--- config.mk ---
export PLATFORM = sky130hd
export DESIGN_NAME = life_sequencer
export DESIGN_NICKNAME = d
export VERILOG_FILES = /design/src/rtl/life_sequencer.sv
export SDC_FILE = /design/constraint.sdc
export NUM_CORES = 1
export LEC_CHECK = 0
export CAP_MARGIN = 20
export CORE_AREA = 5 5 103 105
export CTS_CLUSTER_DIAMETER = 30
export CTS_CLUSTER_SIZE = 30
export DETAILED_ROUTE_END_ITERATION = 16
export DIE_AREA = 0 0 108 110
export PLACE_DENSITY = 0.91
export SKIP_LAST_GASP = 1
export SYNTH_ARGS = -nofsm -noshare
export SYNTH_HDL_FRONTEND = slang
export SYNTH_SLANG_ARGS = --single-unit
--- constraint.sdc ---
create_clock -name clk -period 7.3 [get_ports clk]
set_input_delay 1.46 -clock clk [delete_from_list [all_inputs] [get_ports clk]]
set_output_delay 1.46 -clock clk [all_outputs]
set_load 0.05 [all_outputs]
--- src/rtl/life_sequencer.sv ---
// Life generation sequencer: scans the 8x8 toroidal board cell by cell, writes each next state, then commits.
// state | meaning: IDLE wait enable | FETCH address cell | EVAL write result | COMMIT replace | HOLD interval
module life_sequencer #(
    parameter int unsigned GEN_INTERVAL = 16,
    parameter logic [7:0]  ALIVE_VAL    = 8'hFF,
    parameter logic [7:0]  DEAD_VAL     = 8'h00
) (
    input  logic        clk,
    input  logic        rst,
    input  logic        enable,
    output logic [5:0]  pixel,
    output logic [7:0]  new_pixel_value,
    output logic [1:0]  write_flag,
    input  logic [63:0] previous_line,
    input  logic [63:0] current_line,
    input  logic [63:0] next_line,
    output logic        busy,
    output logic        gen_done,
    output logic [15:0] gen_count
);
    localparam logic [2:0] S_IDLE   = 3'd0;
    localparam logic [2:0] S_FETCH  = 3'd1;
    localparam logic [2:0] S_EVAL   = 3'd2;
    localparam logic [2:0] S_COMMIT = 3'd3;
    localparam logic [2:0] S_HOLD   = 3'd4;

    localparam logic [1:0] WF_IDLE    = 2'b00;
    localparam logic [1:0] WF_WRITE   = 2'b01;
    localparam logic [1:0] WF_REPLACE = 2'b10;

    localparam logic [15:0] INTERVAL = 16'(GEN_INTERVAL);

    logic [2:0]  state_q, state_d;
    logic [5:0]  pixel_q, pixel_d;
    logic [1:0]  wflag_q, wflag_d;
    logic        busy_q, busy_d;
    logic        done_q, done_d;
    logic [15:0] count_q, count_d;
    logic [15:0] hold_q, hold_d;

    always_comb begin
        state_d = state_q;
        pixel_d = pixel_q;
        count_d = count_q;
        hold_d  = hold_q;
        case (state_q)
            S_IDLE: begin
                if (enable) begin
                    state_d = S_FETCH;
                    pixel_d = '0;
                end
            end
            S_FETCH: state_d = S_EVAL;
            S_EVAL: begin
                if (pixel_q == 6'd63) begin
                    state_d = S_COMMIT;
                    pixel_d = '0;
                end else begin
                    state_d = S_FETCH;
                    pixel_d = pixel_q + 6'd1;
                end
            end
            S_COMMIT: begin
                state_d = S_HOLD;
                hold_d  = INTERVAL;
                count_d = count_q + 16'd1;
            end
            S_HOLD: begin
                // Dropping enable always wins; the interval only gates restart.
                if (!enable) begin
                    state_d = S_IDLE;
                end else if (hold_q == 16'd0) begin
                    state_d = S_FETCH;
                    pixel_d = '0;
                end else begin
                    hold_d = hold_q - 16'd1;
                end
            end
            default: begin
                state_d = S_IDLE;
                pixel_d = '0;
            end
        endcase
    end

    always_comb begin
        wflag_d = WF_IDLE;
        busy_d  = 1'b0;
        done_d  = 1'b0;
        case (state_d)
            S_FETCH: busy_d = 1'b1;
            S_EVAL: begin
                busy_d  = 1'b1;
                wflag_d = WF_WRITE;
            end
            S_COMMIT: begin
                busy_d  = 1'b1;
                wflag_d = WF_REPLACE;
                done_d  = 1'b1;
            end
            default: ;
        endcase
    end

    always_ff @(posedge clk or posedge rst) begin
        if (rst) begin
            state_q <= S_IDLE;
            pixel_q <= '0;
            wflag_q <= WF_IDLE;
            busy_q  <= 1'b0;
            done_q  <= 1'b0;
            count_q <= '0;
            hold_q  <= '0;
        end else begin
            state_q <= state_d;
            pixel_q <= pixel_d;
            wflag_q <= wflag_d;
            busy_q  <= busy_d;
            done_q  <= done_d;
            count_q <= count_d;
            hold_q  <= hold_d;
        end
    end

    function automatic logic cell_live(input logic [63:0] line, input logic [2:0] col);
        return |line[{col, 3'b000} +: 8];
    endfunction

    logic [2:0] col_c, col_l, col_r;
    logic [3:0] nbr_cnt;
    logic       self_live, next_live;

    // Column neighbours wrap through the 3-bit arithmetic; row wrap is done by the memory.
    always_comb begin
        col_c     = pixel_q[2:0];
        col_l     = col_c - 3'd1;
        col_r     = col_c + 3'd1;
        nbr_cnt   = {3'b000, cell_live(previous_line, col_l)}
                  + {3'b000, cell_live(previous_line, col_c)}
                  + {3'b000, cell_live(previous_line, col_r)}
                  + {3'b000, cell_live(current_line,  col_l)}
                  + {3'b000, cell_live(current_line,  col_r)}
                  + {3'b000, cell_live(next_line,     col_l)}
                  + {3'b000, cell_live(next_line,     col_c)}
                  + {3'b000, cell_live(next_line,     col_r)};
        self_live = cell_live(current_line, col_c);
        next_live = (nbr_cnt == 4'd3) || (self_live && (nbr_cnt == 4'd2));
        new_pixel_value = ((state_q == S_EVAL) && next_live) ? ALIVE_VAL : DEAD_VAL;
    end

    assign pixel      = pixel_q;
    assign write_flag = wflag_q;
    assign busy       = busy_q;
    assign gen_done   = done_q;
    assign gen_count  = count_q;

endmodule

# ---- After elaboration in Yosys (flattened, before gate mapping)
# Index checks and enable logic that the tools add are counted.
# Widths: inputs -> output; s select.
dict set report totals {
  reg_bits 45
  output_inout_bits 34
  inputBits 195
  elab_cells 79
}
dict set report op_classes {
  addsub 12
  eq_ne 14
  n_reduce_logical 19
  bitwise 1
  shift 9
  mux 17
}
# op n
set ops {}
lappend ops {{$shiftx 64x7->8} 9}
lappend ops {{$reduce_or 8->1} 9}
lappend ops {{$mux 16} 2}
lappend ops {{$pmux 16 s2} 1}
lappend ops {{$mux 6} 4}
lappend ops {{$pmux 6 s4} 1}
lappend ops {{$add 16x1->16 const B} 1}
lappend ops {{$add 4x1->4} 4}
lappend ops {{$logic_not 16->1} 1}
lappend ops {{$sub 16x1->16 const B} 1}
lappend ops {{$pmux 3 s5} 1}
lappend ops {{$eq 3x2->1 const B} 4}
lappend ops {{$mux 3} 3}
lappend ops {{$eq 4x2->1 const B} 2}
lappend ops {{$mux 8} 1}
lappend ops {{$ne 2x2->1 const B} 4}
lappend ops {{$add 6x1->6 const B} 1}
lappend ops {{$eq 3x1->1 const B} 2}
lappend ops {{$eq 6x6->1 const B} 1}
lappend ops {{$add 3x1->4} 1}
lappend ops {{$pmux 2 s2} 1}
lappend ops {{$reduce_and 4->1} 1}
lappend ops {{$add 2x1->3} 1}
lappend ops {{$add 3x1->3 const B} 1}
lappend ops {{other kinds (13)} 15}

# ---- Depth between registers and ports, before layout
# Gate-level depths: netlist (run 1).
dict set report depth {
  ltp_word 15
  mapped_depth 19
  ltp_nobuf 17
}

# ---- Least setup slack after synthesis (run 1)
# No wires, ideal clock.
dict set report synth_path {
  kind {input-to-output}
  startpoint {input previous_line[56]}
  endpoint {output new_pixel_value[1]}
  arrival_ns 5.982
  slack_ns -0.142
  n_path_buf 1
  t_required_ns 5.840
  cell_stages 15
  path_cell_list {nor4_1 > nand2_1 > mux4_2 > mux2_2 > fa_1 > inv_1 > fa_1 > fa_1 > inv_1 > ha_1 > fa_1 > o211ai_1 > a21oi_1 > and3_1 > buf_4}
}
dict set report synth_between {
  elab_chain_len 14
  elab_cells_between_ends 19
  cone_classes {add/sub (7); eq/ne (2); shift (3); mux (1); reduce/logical (6)}
}
# element line_no
set synth_lines {}
lappend synth_lines {{start, declared} 14} ;# input logic [63:0] previous_line,
lappend synth_lines {{$shiftx 64x7->8} 126} ;# return |line[{col, 3'b000} +: 8];
lappend synth_lines {{$reduce_or 8->1} 126}
lappend synth_lines {{$add 1x1->2} 139} ;# + {3'b000, cell_live(previous_line, col_c)}
lappend synth_lines {{$add 2x1->3 *} 140} ;# + {3'b000, cell_live(previous_line, col_r)}
lappend synth_lines {{$add 3x1->4 *} 141} ;# + {3'b000, cell_live(current_line, col_l)}
lappend synth_lines {{$add 4x1->4 *} 142} ;# + {3'b000, cell_live(current_line, col_r)}
lappend synth_lines {{$add 4x1->4 *} 143} ;# + {3'b000, cell_live(next_line, col_l)}
lappend synth_lines {{$add 4x1->4 *} 144} ;# + {3'b000, cell_live(next_line, col_c)}
lappend synth_lines {{$add 4x1->4 *} 145} ;# + {3'b000, cell_live(next_line, col_r)};
lappend synth_lines {{$eq 4x2->1} 147} ;# next_live = (nbr_cnt == 4'd3) || (self_live && (nbr_cnt == 4'd2));
lappend synth_lines {{$logic_and 1x1->1} 147}
lappend synth_lines {{$logic_or 1x1->1 *} 147}
lappend synth_lines {{$logic_and 1x1->1 *} 148} ;# new_pixel_value = ((state_q == S_EVAL) && next_live) ? ALIVE_VAL : DEAD_VAL;
lappend synth_lines {{$mux 8 *} 148}
lappend synth_lines {{end, declared} 12} ;# output logic [7:0] new_pixel_value,
# Every way passes the cells marked *; elsewhere a longest branch is shown, timed or not.

# ---- Worst setup path after layout (run 1)
dict set report layout_path {
  startpoint {input previous_line[57]}
  endpoint {output new_pixel_value[3]}
}
# The elaborated chain is that of the path after synthesis.

==> results.tsv, run 1 <==
stage	metric	value	unit
worst_hold_path	hp-start	gen_count[15]	
worst_hold_path	min_to	gen_count[15]	
die	die_height	110	um
synth	synth-edff-count	0	
worst_setup_path	critPathKind	in -> out	
synth	yosysSeqAreaShare	0.338	
synth	synthArstFlopShare	1.00	
worst_setup_path	max_stage_delay	520	ps
synth	synth_cell_types	45	
placed_design	dpl_worst_slack	-946	ps
outcome	violations	negative setup slack	
timing	final.setup.tns	-800	ps
worst_setup_path	end_kind	primary output	
route	first_pass_iters	5	
timing	timing.fmax	0.135	GHz
clock_network	clk_pin_slew	90	ps
route	initialDrtViolationCount	279	
route	via_per_inst	5.31	
clock_network	clk_path_buf_depth	2	
route	postRouteAntennaNets	0	
worst_hold_path	hold_class	reg -> reg	
clock_network	h-tree-depth	2	
clock_network	cts-root-buf	clkbuf_8	
timing	fin_ws	-101	ps
grt	grt_max_degree	46	
pwr	peakVddDrop	0.125	mV
worst_setup_path	path_max_fanout	8	
timing	drv_slew	0	
worst_setup_path	cp_cell_sequence	buf_6 -> nor4_4 -> buf_4 -> nand2_4 -> mux4_2 -> mux2_4 -> fa_1 -> inv_1 -> fa_1 -> fa_1 -> inv_2 -> ha_4 -> fa_2 -> o211ai_1 -> a21oi_1 -> and3_4 -> buf_12	
worst_setup_path	cpMostUsedCell	fa_1	
clock_network	holdBufCountCts	0	
flow_run	cap_violations	0	
final_layout	drive_gt1_frac	0.246	
grt	antenna_found_initial	0	
grt	grt_pass1_vias	4296	
timing	slew_headroom	0.399	
synth	synth-simple-area-share	0.316	
pwr	pwr_density_cell	186	nW/um2
timing	worst_pin_slew	900	ps
placed_design	finalWeightedCongestion	0.969	
grt	track_usage	0.232	
synth	syn_nets	579	
route	drc_errors	0	
worst_setup_path	reg2regPathDepth	5	
synth	synth-xor-area-share	0.0788	
worst_hold_path	hold-path-cell-count	1	
clock_network	cts_tree	built	
clock_network	cts_buffers	5	
pwr	p_sw_frac	0.435	
final_layout	nets	832	
timing	layout_min_cycle_time	7400	ps
worst_setup_path	rr_endpoint	hold_q[8]	
worst_setup_path	reg2reg_from	state_q[1]	
clock_network	clk-insertion-delay-late	300	ps
pwr	p_sw	0.503	mW
die	ios	229	
die	core-area	9550	um2
synth	yosys_register_bits	45	
worst_setup_path	critical_path_required	5840	ps
final_layout	final_util	0.652	
worst_setup_path	critical-path-top-delay-family	adder cells	
synth	synth.area.mux_share	0.104	
synth	syn_inst	373	
die	die-area	11900	um2
placed_design	port_buffers	228	
die	start_util	0.349	
synth	synth_fa_ha_area_frac	0.0503	
worst_setup_path	cp_slowest_cell	fa_2	
synth	synthFlopType	dfrtp_1	
die	die_x	108	um
final_layout	area_growth	86.7	%
pwr	p_clk_frac	0.134	
pwr	p_int	0.653	mW
worst_setup_path	r2r_setup_slack	4600	ps
outcome	status	finished with violations	
worst_setup_path	startpoint_type	input port	
final_layout	antenna_cells	0	
route	num_vias	4038	
synth	ys.warnings.count	0	
pwr	seq_power_share	0.323	
worst_setup_path	critPathArrivalTime	5940	ps
pwr	pwr-share-comb	0.542	
route	wl_per_cell	18.4	um
pwr	power.leakage	2.56	nW
grt	overflow	0	
timing	period_share	1.01	
timing	setup_violations	8	
grt	grt_pass1_wl	21500	um
timing	skew	6.12	ps
worst_setup_path	path_buf_inv	5	
placed_design	dp_hpwl	11200	um
synth	synth_compound_area_frac	0.0660	
clock_network	cts.sinks	45	
synth	synth_top_family_by_area	simple AND/OR/NAND/NOR gates	
timing	hold_slack	483	ps
timing	finalHoldViolCount	0	
synth	syn_area_per_cell	8.94	um2
timing	rsz0062_at_grt	true	
synth	synth_area	3330	um2
die	rows	36	
route	drt-total-wl	14000	um
==> Yosys cell counts, drive strengths merged (2+ instances only) <==
cell,count,share of area
a211oi,2,0.0045
a21oi,6,0.0090
a31oi,4,0.0075
and2,2,0.0038
and3,6,0.011
buf,10,0.021
clkbuf,11,0.012
dfrtp,45,0.34
fa,4,0.024
ha,7,0.026
inv,12,0.014
mux2,2,0.0068
mux2i,3,0.0090
mux4,13,0.088
nand2,45,0.051
nand2b,3,0.0056
nand3,12,0.018
nand3b,3,0.0068
nand4,7,0.013
nor2,40,0.045
nor2b,4,0.0075
nor3,9,0.014
nor3b,2,0.0045
nor4,53,0.099
o211ai,2,0.0045
o21ai,15,0.023
or2,2,0.0038
or3,5,0.0094
or4,3,0.010
xnor2,22,0.058
xor2,8,0.021
==> cells in the final DEF, fill, tap and decap left out, types with 9 or more instances in the layout <==
cell / synthesis / routed
mux4_2: 13 / 13
nor4_1: 53 / 26
nand2_1: 45 / 39
inv_1: 12 / 11
clkdlybuf4s50_1: 0 / 92
dfrtp_1: 45 / 45
dlygate4sd2_1: 0 / 66
o21ai_0: 13 / 13
buf_2: 0 / 22
clkdlybuf4s15_1: 0 / 26
buf_4: 7 / 39
nand3_1: 12 / 12
nor2_1: 40 / 36
nor4_2: 0 / 22
xnor2_1: 22 / 22
nor3_1: 9 / 9
==> worst max path at each step <==
stage | endpoint | slack, ps | depth (start not counted) | startpoint
4_1_cts | new_pixel_value[7] | -70 | 17 | previous_line[59]
3_5_place_dp | new_pixel_value[0] | -950 | 16 | previous_line[4]
5_1_grt | new_pixel_value[3] | -230 | 17 | current_line[13]
3_3_place_gp | new_pixel_value[5] | -780 | 16 | previous_line[4]
2_1_floorplan | new_pixel_value[1] | 80 | 15 | previous_line[56]
6_report | new_pixel_value[3] | -100 | 17 | previous_line[57]
==> state kept, by name, indices dropped and copies added, names as in the netlist <==
signal and cells:
busy 1, pixel 6, write_flag 2, gen_count 16
gen_done 1, state_q 3, hold_q 16
==> power groups by stage <==
stage / clock network (mW) / logic (mW) / registers (mW)
after floorplan: 0 / 0.333 / 0.431
after global placement: 0 / 0.611 / 0.372
after detailed placement: 0 / 0.628 / 0.377
after CTS: 0.160 / 0.622 / 0.373
after global routing: 0.167 / 0.681 / 0.385
final: 0.155 / 0.627 / 0.374
==> metrics by stage <==
stage                     instance area, um2  instances  power [mW]
final                                   6220        760        1.16
after floorplan                         3340        373       0.764
after global placement                  5930        737       0.982
after global routing                    6220        760        1.23
after detailed placement                5930        737        1.01
after CTS                               6180        759        1.15
==> worst register-to-register path: cells and delay by family, from the launching register on <==
| kind | cells | cell delay [ps] |
|---|---|---|
| AO/OA/AOI/OAI | 2 | 980 |
| AND/OR/NAND/NOR | 2 | 820 |
| flip-flops | 1 | 560 |
| XOR/XNOR | 1 | 200 |
==> repair_timing <==
action                                  CTS  global route
buffers inserted                         15             1
pin swaps                                56            13
resized for setup                       284            20
gates cloned                              0             0
endpoints found under the setup margin    8             8
==> metal layers <==
metal	GRT usage	part of all wire	vias up
li1	-	-	1877
met1	0.272	0.38	1921
met2	0.422	0.52	209
met3	0.0501	0.085	31
met4	0.0784	0.023	0
met5	0	0	-
==> area by class of cell <==
type	count	area (um2)
clock inverters	3	21.3
flip-flops and latches	45	1130
clock buffers	5	68.8
inverters	12	45.0
well taps	133	166
repair buffers	267	2450
multi-input cells	295	2350
fillers	731	3320
==> kinds of logic after synthesis <==
kind of cell / Yosys count
and+or+nand+nor: 201
DFF: 45
AOI/OAI and AO/OA: 35
buffers and inverters: 33
xor gates and xnor gates: 30
muxes: 18
adders and majority gates: 11
Power figures use the tool's default switching activity.
==> run 2: changes to the inputs <==
- CORE_AREA: 5 5 103 105 -> 5 5 108 100
- DIE_AREA: 0 0 108 110 -> 0 0 113 105
- SKIP_LAST_GASP: 1 -> default
==> run 2 against run 1 <==
Effect of this change:
- the run still ends with negative setup slack left
- sequential share of layout area decreased by 0.79 points
- final area increased by 4.6%
- critical path depth increased by 1
- die area decreased by 0.13%
- total power increased by 0.94%
- first-iteration DRC count decreased by 31%
- clock power about the same
==> results.tsv, run 2 (synthesized netlist as in run 1, its figures left out) <==
stage	metric	value	unit	change
clock_network	h-tree-depth	2		unchanged
pwr	total_power	1.17	mW	+0.94%
worst_setup_path	cp_slowest_cell	fa_2		
worst_setup_path	critical-path-top-delay-family	adder cells		
grt	track_usage	0.240		+0.00761
route	via_per_inst	5.47		+3.0%
grt	grt_pass1_wl	22700	um	+5.7%
timing	rsz0062_at_grt	true		
clock_network	cts-root-buf	clkbuf_8		
route	first_pass_iters	5		unchanged
final_layout	nets	864		+3.8%
die	core-area	9490	um2	-0.66%
final_layout	final_common_cell	clkdlybuf4s50_1		
placed_design	finalWeightedCongestion	0.831		-14%
route	drt-total-wl	15600	um	+12%
pwr	pwr_density_cell	179	nW/um2	-3.5%
worst_setup_path	path_max_fanout	4		-4
route	postRouteAntennaNets	0		unchanged
timing	fin_ws	-123	ps	-21.8 ps
worst_setup_path	cpMostUsedCell	fa_1		
grt	antenna_found_initial	1		+1
placed_design	dpl_worst_slack	-894	ps	+52.0 ps
final_layout	multi_input_area	2390	um2	+1.8%
worst_setup_path	critical_path_required	5840	ps	about the same
worst_setup_path	startpoint_type	input port		
timing	drv_slew	0		unchanged
pwr	power.leakage	2.80	nW	+9.5%
grt	overflow	0		unchanged
route	drc_errors	0		unchanged
timing	setup_violations	8		unchanged
timing	slew_headroom	0.404		+0.00526
die	die-area	11900	um2	-0.13%
die	rows	34		-5.6%
route	wl_per_cell	19.8	um	+7.8%
grt	grt_max_degree	46		unchanged
clock_network	clk_pin_slew	90	ps	about the same
clock_network	clk_path_buf_depth	2		unchanged
outcome	status	finished with violations		
timing	timing.fmax	0.135	GHz	-0.29%
timing	period_share	1.02		+0.00299
worst_setup_path	path_buf_inv	5		unchanged
timing	final.setup.tns	-940	ps	-139 ps
final_layout	drive_gt1_frac	0.307		+0.0609
die	ios	229		unchanged
worst_hold_path	hold_class	reg -> reg		
timing	worst_pin_slew	892	ps	-7.87 ps
worst_setup_path	max_stage_delay	530	ps	about the same
clock_network	holdBufCountCts	0		unchanged
final_layout	nFillCells	702		-4.0%
timing	skew	8.96	ps	+2.83 ps
clock_network	cts.sinks	45		unchanged
pwr	peakVddDrop	0.104	mV	-17%
timing	layout_min_cycle_time	7420	ps	+21.8 ps
timing	finalHoldViolCount	0		unchanged
worst_setup_path	end_kind	primary output		
die	start_util	0.351		+0.00230
placed_design	dp_hpwl	11500	um	+2.4%
clock_network	cts_buffers	5		unchanged
final_layout	area_growth	95.2	%	
final_layout	layout_common_cells	clkdlybuf4s50_1, buf_4, dfrtp_1, dlygate4sd2_1, nand2_1		
placed_design	place_inst	732		-0.68%
worst_setup_path	cp_cell_sequence	clkdlybuf4s15_1 -> nor4_4 -> nand2_1 -> mux4_2 -> nor2_2 -> nor2_2 -> fa_1 -> inv_1 -> fa_1 -> fa_1 -> inv_2 -> ha_4 -> fa_2 -> o211ai_1 -> a21oi_1 -> and3_4 -> buf_12 -> buf_12		
worst_setup_path	critPathArrivalTime	5960	ps	+20 ps
clock_network	cts_tree	built		
route	initialDrtViolationCount	192		-31%
die	die_x	113	um	+4.6%
route	num_vias	4301		+6.5%
final_layout	final-seq-area	1130	um2	unchanged
placed_design	port_buffers	228		unchanged
die	die_height	105	um	-4.5%
worst_setup_path	critPathKind	in -> out		
clock_network	clk-insertion-delay-late	300	ps	about the same
flow_run	cap_violations	0		unchanged
final_layout	final_cells	786		+3.4%
outcome	violations	negative setup slack		
grt	grt_pass1_vias	4453		+3.7%
## run 2: worst paths after layout
kind / startpoint / end / slack [ps] / cells past startpoint
max: current_line[28] / new_pixel_value[0] / -120 / 18
min: gen_count[15] / gen_count[15] / 470 / 1
max reg2reg: state_q[1] / hold_q[8] / 4610 / 5
min reg2reg: gen_count[15] / gen_count[15] / 470 / 1
max in group asynchronous: rst / hold_q[5] / 5310 / 3
min in group asynchronous: rst / gen_done / 1600 / 3
## run 2: cell type report
class,count,area share
inverters,12,0.00692
flip-flops and latches,45,0.173
repair buffers,299,0.415
clock buffers,5,0.0106
well taps,126,0.0242
multi-input cells,295,0.367
clock inverters,3,0.00346
diodes,1,0.000384
## run 2: per-stage QoR
stage	instance area, um2	util	hold WS (ps)
floorplan	3340	-	499
global placement	5940	0.626	463
detailed placement	5940	0.626	468
CTS	6320	0.667	480
global route	6510	0.686	509
finish	6510	0.686	475
## run 2: what timing repair did
item | CTS | global route
pin swaps | 56 | 34
setup buffers | 40 | 6
resized for setup | 202 | 127
endpoints found under the setup margin | 8 | 8
## run 2: worst register-to-register path, stage by stage (launching register included)
cell and delay [ps]:
dfrtp_1 570, and3b_1 770, o2111ai_1 370, a2111oi_0 580, xnor2_1 180, nor2_1 60
## run 2: routing by layer
layer	routed length, um	global-route usage	vias up	share of wire
met3	1020	0.0445	65	0.066
met4	915	0.113	0	0.059
met1	5350	0.264	2055	0.34
met2	8300	0.442	237	0.53
li1	-	-	1944	-
met5	0	0	-	0
## run 2: where the power goes
part	total (mW)	switching [mW]	internal [mW]
logic	0.624	0.344	0.280
registers	0.386	0.0810	0.306
clock network	0.157	0.0891	0.0679
total	1.17	0.514	0.653
